<file path="src/rtl/csa_stream_accumulator.sv">
// Streaming packet accumulator: each accepted operand is folded into a redundant
// (sum, carry) pair by one 3:2 compression; the pair is resolved bit-serially at packet end.
module csa_stream_accumulator #(
    parameter int DATA_W = 4,
    parameter int ACC_W  = 8
) (
    input  logic              clk,
    input  logic              rst,
    input  logic              in_valid,
    output logic              in_ready,
    input  logic [DATA_W-1:0] in_data,
    input  logic              in_last,
    output logic              out_valid,
    input  logic              out_ready,
    output logic [ACC_W-1:0]  out_sum,
    output logic              out_ovf
);

    localparam int               CNT_W    = (ACC_W > 1) ? $clog2(ACC_W) : 1;
    localparam logic [CNT_W-1:0] LAST_BIT = CNT_W'(ACC_W - 1);

    typedef enum logic [1:0] {
        ACCUM   = 2'd0,
        RESOLVE = 2'd1,
        OUTPUT  = 2'd2
    } state_t;

    state_t state;
    state_t state_next;

    logic [ACC_W-1:0] s_acc;
    logic [ACC_W-1:0] c_acc;
    logic [ACC_W-1:0] r_acc;
    logic             ovf_sticky;
    logic             cy;
    logic [CNT_W-1:0] bit_cnt;

    logic             accept;
    logic             resolve_step;
    logic             resolve_done;
    logic             drain;

    logic [ACC_W-1:0] d_ext;
    logic [ACC_W-1:0] maj_vec;
    logic [ACC_W-1:0] s_fold;
    logic [ACC_W-1:0] c_fold;
    logic [ACC_W-1:0] r_next;
    logic             r_bit;
    logic             cy_next;

    // 3:2 compression of the stored pair with the incoming operand; the carry word
    // shifts up one place, and its top bit leaves the word as a multiple of 2^ACC_W.
    always_comb begin
        d_ext   = ACC_W'(in_data);
        maj_vec = (s_acc & c_acc) | (s_acc & d_ext) | (c_acc & d_ext);
        s_fold  = s_acc ^ c_acc ^ d_ext;
        c_fold  = maj_vec << 1;
    end

    // One full-adder slice of the carry-propagate pass, selected by the bit counter.
    always_comb begin
        r_bit           = s_acc[bit_cnt] ^ c_acc[bit_cnt] ^ cy;
        cy_next         = (s_acc[bit_cnt] & c_acc[bit_cnt]) |
                          (s_acc[bit_cnt] & cy) |
                          (c_acc[bit_cnt] & cy);
        r_next          = r_acc;
        r_next[bit_cnt] = r_bit;
    end

    // NOTE: sequential state uses non-blocking assignments so every register samples
    // pre-edge values regardless of statement order.
    always_ff @(posedge clk or posedge rst) begin
        if (rst) begin
            state <= ACCUM;
        end else begin
            state <= state_next;
        end
    end

    // NOTE: every output of this block gets a default first, so no path can infer a latch.
    always_comb begin
        state_next   = state;
        in_ready     = 1'b0;
        out_valid    = 1'b0;
        accept       = 1'b0;
        resolve_step = 1'b0;
        resolve_done = 1'b0;
        drain        = 1'b0;
        unique case (state)
            ACCUM: begin
                in_ready = !rst;
                accept   = in_valid;
                if (in_valid && in_last) begin
                    state_next = RESOLVE;
                end
            end
            RESOLVE: begin
                resolve_step = 1'b1;
                if (bit_cnt == LAST_BIT) begin
                    resolve_done = 1'b1;
                    state_next   = OUTPUT;
                end
            end
            OUTPUT: begin
                out_valid = 1'b1;
                if (out_ready) begin
                    drain      = 1'b1;
                    state_next = ACCUM;
                end
            end
            default: begin
                state_next = ACCUM;
            end
        endcase
    end

    always_ff @(posedge clk or posedge rst) begin
        if (rst) begin
            s_acc      <= '0;
            c_acc      <= '0;
            r_acc      <= '0;
            ovf_sticky <= 1'b0;
            cy         <= 1'b0;
            bit_cnt    <= '0;
            out_sum    <= '0;
            out_ovf    <= 1'b0;
        end else begin
            if (accept) begin
                s_acc <= s_fold;
                c_acc <= c_fold;
                if (maj_vec[ACC_W-1]) begin
                    ovf_sticky <= 1'b1;
                end
                if (in_last) begin
                    bit_cnt <= '0;
                    cy      <= 1'b0;
                end
            end

            if (resolve_step) begin
                r_acc   <= r_next;
                cy      <= cy_next;
                bit_cnt <= resolve_done ? '0 : bit_cnt + CNT_W'(1);
                if (resolve_done) begin
                    out_sum <= r_next;
                    out_ovf <= ovf_sticky | cy_next;
                end
            end

            // out_sum/out_ovf deliberately survive the handshake; out_valid qualifies them.
            if (drain) begin
                s_acc      <= '0;
                c_acc      <= '0;
                ovf_sticky <= 1'b0;
                cy         <= 1'b0;
            end
        end
    end

endmodule

</file>
<file path="config.mk">
export PLATFORM = sky130hd
export DESIGN_NAME = csa_stream_accumulator
export DESIGN_NICKNAME = d
export VERILOG_FILES = /design/src/rtl/csa_stream_accumulator.sv
export SDC_FILE = /design/constraint.sdc
export NUM_CORES = 1
export LEC_CHECK = 0
export CORE_MARGIN = 5
export CORE_UTILIZATION = 55
export DETAILED_ROUTE_END_ITERATION = 7
export GPL_TIMING_DRIVEN = 0
export PLACE_DENSITY = 0.76
export SLEW_MARGIN = 10
export SYNTH_ARGS = -nofsm -noshare
export SYNTH_HDL_FRONTEND = slang
export SYNTH_SLANG_ARGS = --single-unit
</file>
<file path="constraint.sdc">
create_clock -name clk -period 2.6 [get_ports clk]
set_input_delay 0.26 -clock clk [delete_from_list [all_inputs] [get_ports clk]]
set_output_delay 0.26 -clock clk [all_outputs]
set_load 0.01 [all_outputs]
</file>
==> flow_summary.ini <==
[logic_synthesis]
async_reset_ff_share_pct = 100
yosysTopAreaCellShare_pct = 47.3
netlist_instances = 175
synth.distinct_cells = 35
synth.avg_cell_area_um2 = 11.8
ys_warn_count = 0
syn_area_um2 = 2060
ys_top_cells_by_count = 39 x dfrtp_1, 15 x mux2i_1, 14 x nand2_1
synth_top_cells_by_area = dfrtp_1 47%, mux2i_1 7.3%, a22o_1 5.5%
synth_most_common_cell = dfrtp_1
synth_top_area_cell = dfrtp_1
ys_seq_area_share_pct = 47.3
synth_top_flop_cell = dfrtp_1
synth_edf_count = 0
ys_seq_elements = 39
syn_nets = 195

[clock_tree]
cts_sinks = 39
cts_root_buf = clkbuf_8
clock_latency_ns = 0.29
cts_tree = built
clkTransAtPathRegs_ns = 0.07
htreeDepth = 2
clock_path_buffers = 2
numCtsBuffers = 5

[timing]
whs_ns = 0.476
slew_viol_final = 0
tightest_slew_ns = 0.817
period_needed_ns = 2.39
fmax_mhz = 418
period_share_pct = 92.0
relSlewSlack_pct = 45.4
setup_ws_ns = 0.208
skew_ns = 0.00701
hold_viol_final = 0
rsz0062_at_grt = false
setup_viol = 0

[detailed_routing]
drtIter0Drc = 147
firstDrtPassIters = 4
wirelength_um = 4210
routedWlPerCell_um = 17.0
vias = 1459
drc = 0
antenna_left = 0
vias_per_cell = 5.88

[worst_setup_path]
cp_max_fo = 10
reg2reg_depth = 9
setup.worst_path.start_class = flop
cp_slowest_stage_delay_ns = 0.63
crit_family = adder cells
cp-end-kind = flop
cp_common_cell = buf_4
worst-path-buf-inv = 3
critical_path_class = flop to flop
crit_path_top_delay_cell = fa_2
crit_required_ns = 2.81
crit_cells = 9
worstPathArrival_ns = 2.60
path_cells = buf_4, buf_4, mux2i_1, o22ai_1, a21o_1, fa_2, buf_4, mux2i_1, o21ai_0

[grt]
grt_pass1_wl_um = 7530
grt.total_usage_pct = 18.9
grt_pass1_vias = 1542
antenna_found_initial = 0
grt_start_max_net_pins = 40
grt_overflow_total = 0

[placed_design]
place_hpwl_um = 3110
dp.cells = 242
gp_congestion = 0.820
dpl_worst_slack_ns = -0.166
io_buffers = 19

[final_layout]
stdcell_count = 248
fin_util_pct = 65.6
diodes = 0
final_nets = 221
fillers = 281
drive_above_1_share_pct = 19.5
area.growth.synth_to_final_pct = 16.4

[run]
maxCapViolCount = 0

[floorplanning]
die_x_um = 71.3
start_util_pct = 56.4
num_rows = 22
core_um2 = 3660
die_area_um2 = 5080
die_y_um = 71.3
pin_count = 20

[power]
leakagePower_nw = 1.13
powerDensity_nw_per_um2 = 1170
ir_worst_vdd_mv = 0.544

[min_path]
holdCritPathClass = primary input to asynchronous set/reset pin

[status]
outcome = complete, no violations
[cells by family (layout without fill, tap and decap cells)]
kind of cell / Yosys count / after routing / share of synthesized area, %
fa+ha+maj: 11 / 11 / 8.13
simple gates: 46 / 46 / 12.9
mux: 26 / 26 / 13.5
compound gates: 38 / 38 / 13.2
flops: 39 / 39 / 47.3
buf+inv: 15 / 40 / 4.97
[final timing paths]
kind | from | endpoint | slack [ns]
max | bit_cnt[0]$_DFFE_PP0P_ | out_sum[5]$_DFFE_PP0P_ | 0.21
min reg2reg | out_sum[0]$_DFFE_PP0P_ | out_sum[0]$_DFFE_PP0P_ | 0.49
min in group clk | out_sum[0]$_DFFE_PP0P_ | out_sum[0]$_DFFE_PP0P_ | 0.49
max reg2reg | bit_cnt[0]$_DFFE_PP0P_ | out_sum[5]$_DFFE_PP0P_ | 0.21
max in group asynchronous | rst | bit_cnt[1]$_DFFE_PP0P_ | 1.56
min | rst | out_sum[1]$_DFFE_PP0P_ | 0.48
[report_power, final]
| part | switching [mW] | total (mW) | leakage, nW | internal, mW |
|---|---|---|---|---|
| clock | 0.192 | 0.370 | 0.0371 | 0.179 |
| sequential | 0.171 | 1.00 | 0.508 | 0.831 |
| combinational | 0.711 | 1.44 | 0.583 | 0.726 |
[sequential cells by signal, indices dropped and copies added, names as in the netlist]
register,count
out_ovf,1
c_acc,7
bit_cnt,3
ovf_sticky,1
s_acc,8
cy,1
r_acc,8
out_sum,8
state,2
[cell usage in the layout (no fill, tap or decap), types with 2 or more instances in the layout]
cell type,count
a21oi_1,3
a22o_1,13
a22o_2,4
buf_4,5
buf_6,4
clkbuf_4,2
clkbuf_8,5
clkdlybuf4s50_1,19
dfrtp_1,38
fa_1,3
ha_1,7
inv_1,2
mux2_2,10
mux2i_1,15
nand2_1,14
nand2b_1,4
nand3_1,2
nand3b_1,6
nor2_1,4
nor3_1,5
nor3b_1,3
o21ai_0,13
[per-layer routing]
metal	up-vias	track usage (%)	wire (um)
met3	7	4.49	152
li1	686	-	-
met4	0	5.64	59
met2	32	30.7	2080
met5	-	0	0
met1	734	25.1	1920
[worst register-to-register path: stages (launching register included)]
cell and delay (ns):
dfrtp_1 0.39, buf_4 0.19, buf_4 0.19, mux2i_1 0.21
o22ai_1 0.10, a21o_1 0.18, fa_2 0.63, buf_4 0.20
mux2i_1 0.08, o21ai_0 0.14
[stage by stage]
stage	instance area [um2]	total power, mW	setup TNS (ns)
after floorplan	2060	1.96	0
after global placement	2310	2.33	-0.177
after detailed placement	2310	2.41	-1.01
after CTS	2390	2.80	0
after global routing	2400	3.02	0
final	2400	2.81	0
[final cells by class]
class | count | area (um2) | share of cell area, %
clock buffer | 6 | 72.6 | 3.02
inverter | 3 | 11.3 | 0.469
timing repair buffer | 19 | 190 | 7.92
buffer | 12 | 103 | 4.27
sequential | 39 | 977 | 40.7
tap | 48 | 60.1 | 2.50
multi-input combinational | 121 | 987 | 41.1
[repair_timing]
action / 4_1_cts / 5_1_grt
hold endpoints to repair: 0 / 0
resized for setup: 2 / 8
cloned: 0 / 0
setup buffers: 0 / 0
setup endpoints to repair: 10 / 10
pin swaps: 0 / 1
hold buffers: 0 / 0
(Power assumes the default switching activity.)
